--- config.mk ---
export PLATFORM = sky130hd
export DESIGN_NAME = q4_logic_pair_flat
export DESIGN_NICKNAME = d
export VERILOG_FILES = /design/src/rtl/q4_logic_pkg.sv /design/src/rtl/q4_logic_pair_if.sv /design/src/rtl/q4_logic_core.sv /design/src/rtl/q4_logic_pair.sv /design/src/flat_wrapper.sv
export SDC_FILE = /design/constraint.sdc
export NUM_CORES = 1
export LEC_CHECK = 0
export CAP_MARGIN = 20
export CELL_PAD_IN_SITES_DETAIL_PLACEMENT = 1
export CELL_PAD_IN_SITES_GLOBAL_PLACEMENT = 2
export CORE_AREA = 10 10 47 49
export CTS_CLUSTER_SIZE = 8
export DETAILED_ROUTE_END_ITERATION = 7
export DIE_AREA = 0 0 57 59
export GPL_TIMING_DRIVEN = 0
export HOLD_SLACK_MARGIN = 0.08
export MAX_ROUTING_LAYER = met4
export PLACE_DENSITY_LB_ADDON = 0.15
export SLEW_MARGIN = 25
export SYNTH_ARGS = -nofsm -noshare
export SYNTH_HDL_FRONTEND = slang
export SYNTH_SLANG_ARGS = --single-unit
--- constraint.sdc ---
create_clock -name clk -period 0.8 [get_ports clk]
set_input_delay 0.16 -clock clk [delete_from_list [all_inputs] [get_ports clk]]
set_output_delay 0.16 -clock clk [all_outputs]
set_load 0.01 [all_outputs]
--- src/rtl/q4_logic_pkg.sv ---
// Shared constants for the q4 logic pair: truth tables of F (majority) and G (prime),
// bit n of each constant is the function value at input index n = {x1,x2,x3,x4,x5}.
package q4_logic_pkg;

  localparam int          N_W        = 5;
  localparam logic [31:0] F_MINTERMS = 32'hFEE8_E880;
  localparam logic [31:0] G_MINTERMS = 32'hA08A_28AC;

endpackage

--- src/rtl/q4_logic_pair_if.sv ---
// Input vector x1..x5 (x1 = MSB) and the two flag outputs of the q4 logic pair.
interface q4_logic_pair_if;

  logic x1;
  logic x2;
  logic x3;
  logic x4;
  logic x5;
  logic ffinal;
  logic gfinal;

  modport master (
    output x1, x2, x3, x4, x5,
    input  ffinal, gfinal
  );

  modport slave (
    input  x1, x2, x3, x4, x5,
    output ffinal, gfinal
  );

endinterface

--- src/rtl/q4_logic_core.sv ---
// Minimised sum-of-products for F (5-input majority) and G (prime detector on n = {x1..x5}).
// Purely combinational, zero latency, no flow control.
module q4_logic_core
  import q4_logic_pkg::*;
(
  input  logic x1,
  input  logic x2,
  input  logic x3,
  input  logic x4,
  input  logic x5,
  output logic f,
  output logic g
);

  // Majority: every 3-of-5 product term; none of the ten can be merged.
  assign f = (x1 & x2 & x3) | (x1 & x2 & x4) | (x1 & x2 & x5) |
             (x1 & x3 & x4) | (x1 & x3 & x5) | (x1 & x4 & x5) |
             (x2 & x3 & x4) | (x2 & x3 & x5) | (x2 & x4 & x5) |
             (x3 & x4 & x5);

  // Primes {2,3},{5,7},{3,11},{13,29},{17,19},{23,31}: six cubes cover all eleven.
  assign g = (~x1 & ~x2 & ~x3 &  x4      ) |
             (~x1 & ~x2 &  x3 &       x5 ) |
             (~x1 & ~x3 &  x4 &  x5      ) |
             ( x2 &  x3 & ~x4 &  x5      ) |
             ( x1 & ~x2 & ~x3 &  x5      ) |
             ( x1 &  x3 &  x4 &  x5      );

endmodule

--- src/rtl/q4_logic_pair.sv ---
// Majority/prime flag pair; REG_OUT=1 registers both flags (1-cycle latency, async clear),
// REG_OUT=0 drives them straight from the core (0 latency). No handshake: every cycle samples.
module q4_logic_pair
  import q4_logic_pkg::*;
#(
  parameter bit REG_OUT = 1'b1
) (
  input  logic            clk,
  input  logic            rst,
  q4_logic_pair_if.slave  bus
);

  logic f;
  logic g;

  q4_logic_core u_core (
    .x1 (bus.x1),
    .x2 (bus.x2),
    .x3 (bus.x3),
    .x4 (bus.x4),
    .x5 (bus.x5),
    .f  (f),
    .g  (g)
  );

  generate
    if (REG_OUT) begin : g_reg
      logic f_q;
      logic g_q;

      always_ff @(posedge clk or posedge rst) begin
        if (rst) begin
          f_q <= 1'b0;
          g_q <= 1'b0;
        end else begin
          f_q <= f;
          g_q <= g;
        end
      end

      assign bus.ffinal = f_q;
      assign bus.gfinal = g_q;
    end else begin : g_comb
      // Clock and reset have no role in the bypass build.
      logic unused_clk_rst;
      assign unused_clk_rst = clk | rst;

      assign bus.ffinal = f;
      assign bus.gfinal = g;
    end
  endgenerate

endmodule

--- src/flat_wrapper.sv ---
// flat-port wrapper written by rule: the top's interface ports become plain ports
module q4_logic_pair_flat import q4_logic_pkg::*;
#(
  parameter bit REG_OUT = 1'b1
)
  (clk, rst, bus_x1, bus_x2, bus_x3, bus_x4, bus_x5, bus_ffinal, bus_gfinal);
  q4_logic_pair_if bus_i ();
  input  logic clk;
  input  logic rst;
  input wire logic [$bits(bus_i.x1)-1:0] bus_x1;
  input wire logic [$bits(bus_i.x2)-1:0] bus_x2;
  input wire logic [$bits(bus_i.x3)-1:0] bus_x3;
  input wire logic [$bits(bus_i.x4)-1:0] bus_x4;
  input wire logic [$bits(bus_i.x5)-1:0] bus_x5;
  output wire logic [$bits(bus_i.ffinal)-1:0] bus_ffinal;
  output wire logic [$bits(bus_i.gfinal)-1:0] bus_gfinal;
  assign bus_i.x1 = bus_x1;
  assign bus_i.x2 = bus_x2;
  assign bus_i.x3 = bus_x3;
  assign bus_i.x4 = bus_x4;
  assign bus_i.x5 = bus_x5;
  assign bus_ffinal = bus_i.ffinal;
  assign bus_gfinal = bus_i.gfinal;
  q4_logic_pair #(.REG_OUT(REG_OUT)) u_core (.clk(clk), .rst(rst), .bus(bus_i));
endmodule
==> impl_metrics.yaml <==
global_routing:
  track_usage_pct: 3.56
  gr-usage-met2_pct: 4.96
  met3_usage_pct: 1.50
  grt_pass1_vias: 217
  use_met1_pct: 3.10
  grt_first_pass_wirelength_um: 848
  grt_max_degree: 7
  antenna_found_initial: 0
  grt_busiest_layer: "met4"
  overflow: 0
cells_and_area:
  final_util_pct: 18.4
  design_area_um2: 258
  area_growth_pct: 83.9
  nNetsFinal: 37
  layout-drive-gt1-share_pct: 42.9
  insertedDiodeCount: 0
  fillers: 178
placed_design:
  port_buffers: 8
  dpl.hpwl_um: 427
  gp_congestion: 0.777
  pre_cts_ws_ns: -0.557
  place_area_um2: 240
timing:
  post-route-worst-setup-slack_ns: -0.0674
  maxSlewViolCount: 0
  fin_crit_ns: 0.867
  max_slew_margin_pct: 85.8
  hold_violations: 0
  setup-tns-final_ns: -0.123
  finalSetupViolations: 2
  worst_pin_slew_ns: 0.212
  fin_crit_sh_pct: 108
  rsz0062_at_grt: "yes"
  fmax_ghz: 1.15
hold_path:
  hold_path_class: "input port to async pin"
critical_path:
  crit_arrival_ns: 0.71
  end_kind: "primary output"
  cp-start-kind: "register"
  cp_top_family: "flip-flops"
  cp_slowest_cell: "dfrtp_1"
  crit_buf_inv: 1
  cp.depth: 1
  cp_slowest_stage_delay_ns: 0.36
  critPathKind: "register to primary output"
  worstPathRequired_ns: 0.64
  crit_fanout: 1
  crit_chain: "buf_6"
route:
  wirelength_um: 507
  drc: 0
  avgViaCountPerCell: 4.00
  drt_iter0_markers: 0
  ant_nets: 0
  wire_per_inst_um: 11.5
  vias: 176
  dr.pass1.iters: 1
die:
  dieArea_um2: 3360
  die_h_um: 59
  initial_core_util_pct: 10.0
  core-area_um2: 1400
  pin_count: 9
  die_w_um: 57
  row_count: 14
cts:
  cts-root-buf: "clkbuf_4"
  cts_buffers: 3
  htreeDepth: 1
  clkTransAtPathRegs_ns: 0.03
  clockBufferDepth: 2
  cts_setup_buffers: 0
  clock_sinks: 2
  cts_tree: "built"
yosys:
  synth_common_cells: "3 x o21ai_0, 2 x dfrtp_1, 2 x inv_1, 2 x nor2_1"
  ys_top_cells_by_area: "dfrtp_1 36%, o21ai_0 11%, nand3_2 7.1%"
  ys_warn_count: 0
  yosys_register_bits: 2
  postSynthAreaPerCell_um2: 8.24
  synth_top_cell_area_share_pct: 35.7
  synth_nets: 24
  synth_area_um2: 140
  synth.most_common_cell: "o21ai_0"
  synth-seq-area-share_pct: 35.7
  yosys.area.top_type: "dfrtp_1"
  synth_edf_count: 0
  ys_types: 12
  async_flop_share_pct: 100
  netlist_instances: 17
  synthFlopType: "dfrtp_1"
power:
  leakage_nw: 0.111
  powerDensity_nw_per_um2: 1700
  finalPower_w: 0.000439
  peakVddDrop_uv: 177
outcome:
  outcome: "finished, violations left"
  violations: "setup timing"
job:
  max_cap_violations: 0
## kinds of logic after synthesis
kind of cell,synth area share (%)
compound gates,43.8
buf+inv,5.36
flops,35.7
simple gates,15.2
## area by class of cell
class / instances / area [um2] / area share, %
Multi-Input combinational cell: 13 / 92.6 / 35.9
Tap cell: 16 / 20.0 / 7.77
Sequential cell: 2 / 50.0 / 19.4
Clock buffer: 3 / 22.5 / 8.74
Inverter: 2 / 7.51 / 2.91
Timing Repair Buffer: 8 / 65.1 / 25.2
## layer usage
metal / vias to the layer above / wire length, um
met3: 2 / 38
met1: 78 / 222
li1: 87 / -
met2: 9 / 242
met4: 0 / 4
met5: - / 0
## power breakdown
| group | leakage (nW) | switching, W | total (W) | internal [W] |
|---|---|---|---|---|
| sequential | 0.0234 | 0.00000355 | 0.000117 | 0.000113 |
| clock | 0.0138 | 0.0000567 | 0.000222 | 0.000165 |
| combinational | 0.0736 | 0.0000501 | 0.000101 | 0.0000506 |
| total | 0.111 | 0.000110 | 0.000439 | 0.000329 |
## what timing repair did
action | 4_1_cts | 5_1_grt
hold endpoints to repair | 0 | 0
hold buffers | 0 | 0
endpoints found under the setup margin | 4 | 4
gates resized for setup | 20 | 6
pin swaps | 0 | 1
## cell usage in the layout (no fill, tap or decap)
cell and count:
a22oi_1 1, nand3_2 1, buf_2 2, a211o_1 1
a2bb2oi_1 1, clkbuf_4 3, o311ai_2 1, o21ai_0 3
inv_2 1, dlygate4sd2_1 2, clkdlybuf4s50_1 1, buf_6 1
clkbuf_2 1, nand2_1 1, o211ai_1 1, inv_1 1
nor2_1 1, a21oi_1 1, dfrtp_1 2, nor2_2 1
clkdlybuf4s15_2 1
## final timing paths
check	slack [ns]	startpoint	end
min in group clk	0.34	bus_x2	u_core.bus.ffinal
max in group asynchronous	0.60	rst	u_core.bus.ffinal
setup / recovery	-0.07	u_core.bus.gfinal	bus_gfinal
hold / removal	0.09	rst	u_core.bus.gfinal
## registers in the layout, indices dropped and copies added, names as in the netlist
signal / flops
u_core.bus.gfinal: 1
u_core.bus.ffinal: 1
## per-stage QoR
step	hold slack (ns)	cells
CTS	0.0813	44
finish	0.0892	44
detailed placement	0.326	41
global route	0.102	44
global placement	0.319	41
floorplan	-0.0988	17
No activity file was read; power rests on OpenSTA's default activity.
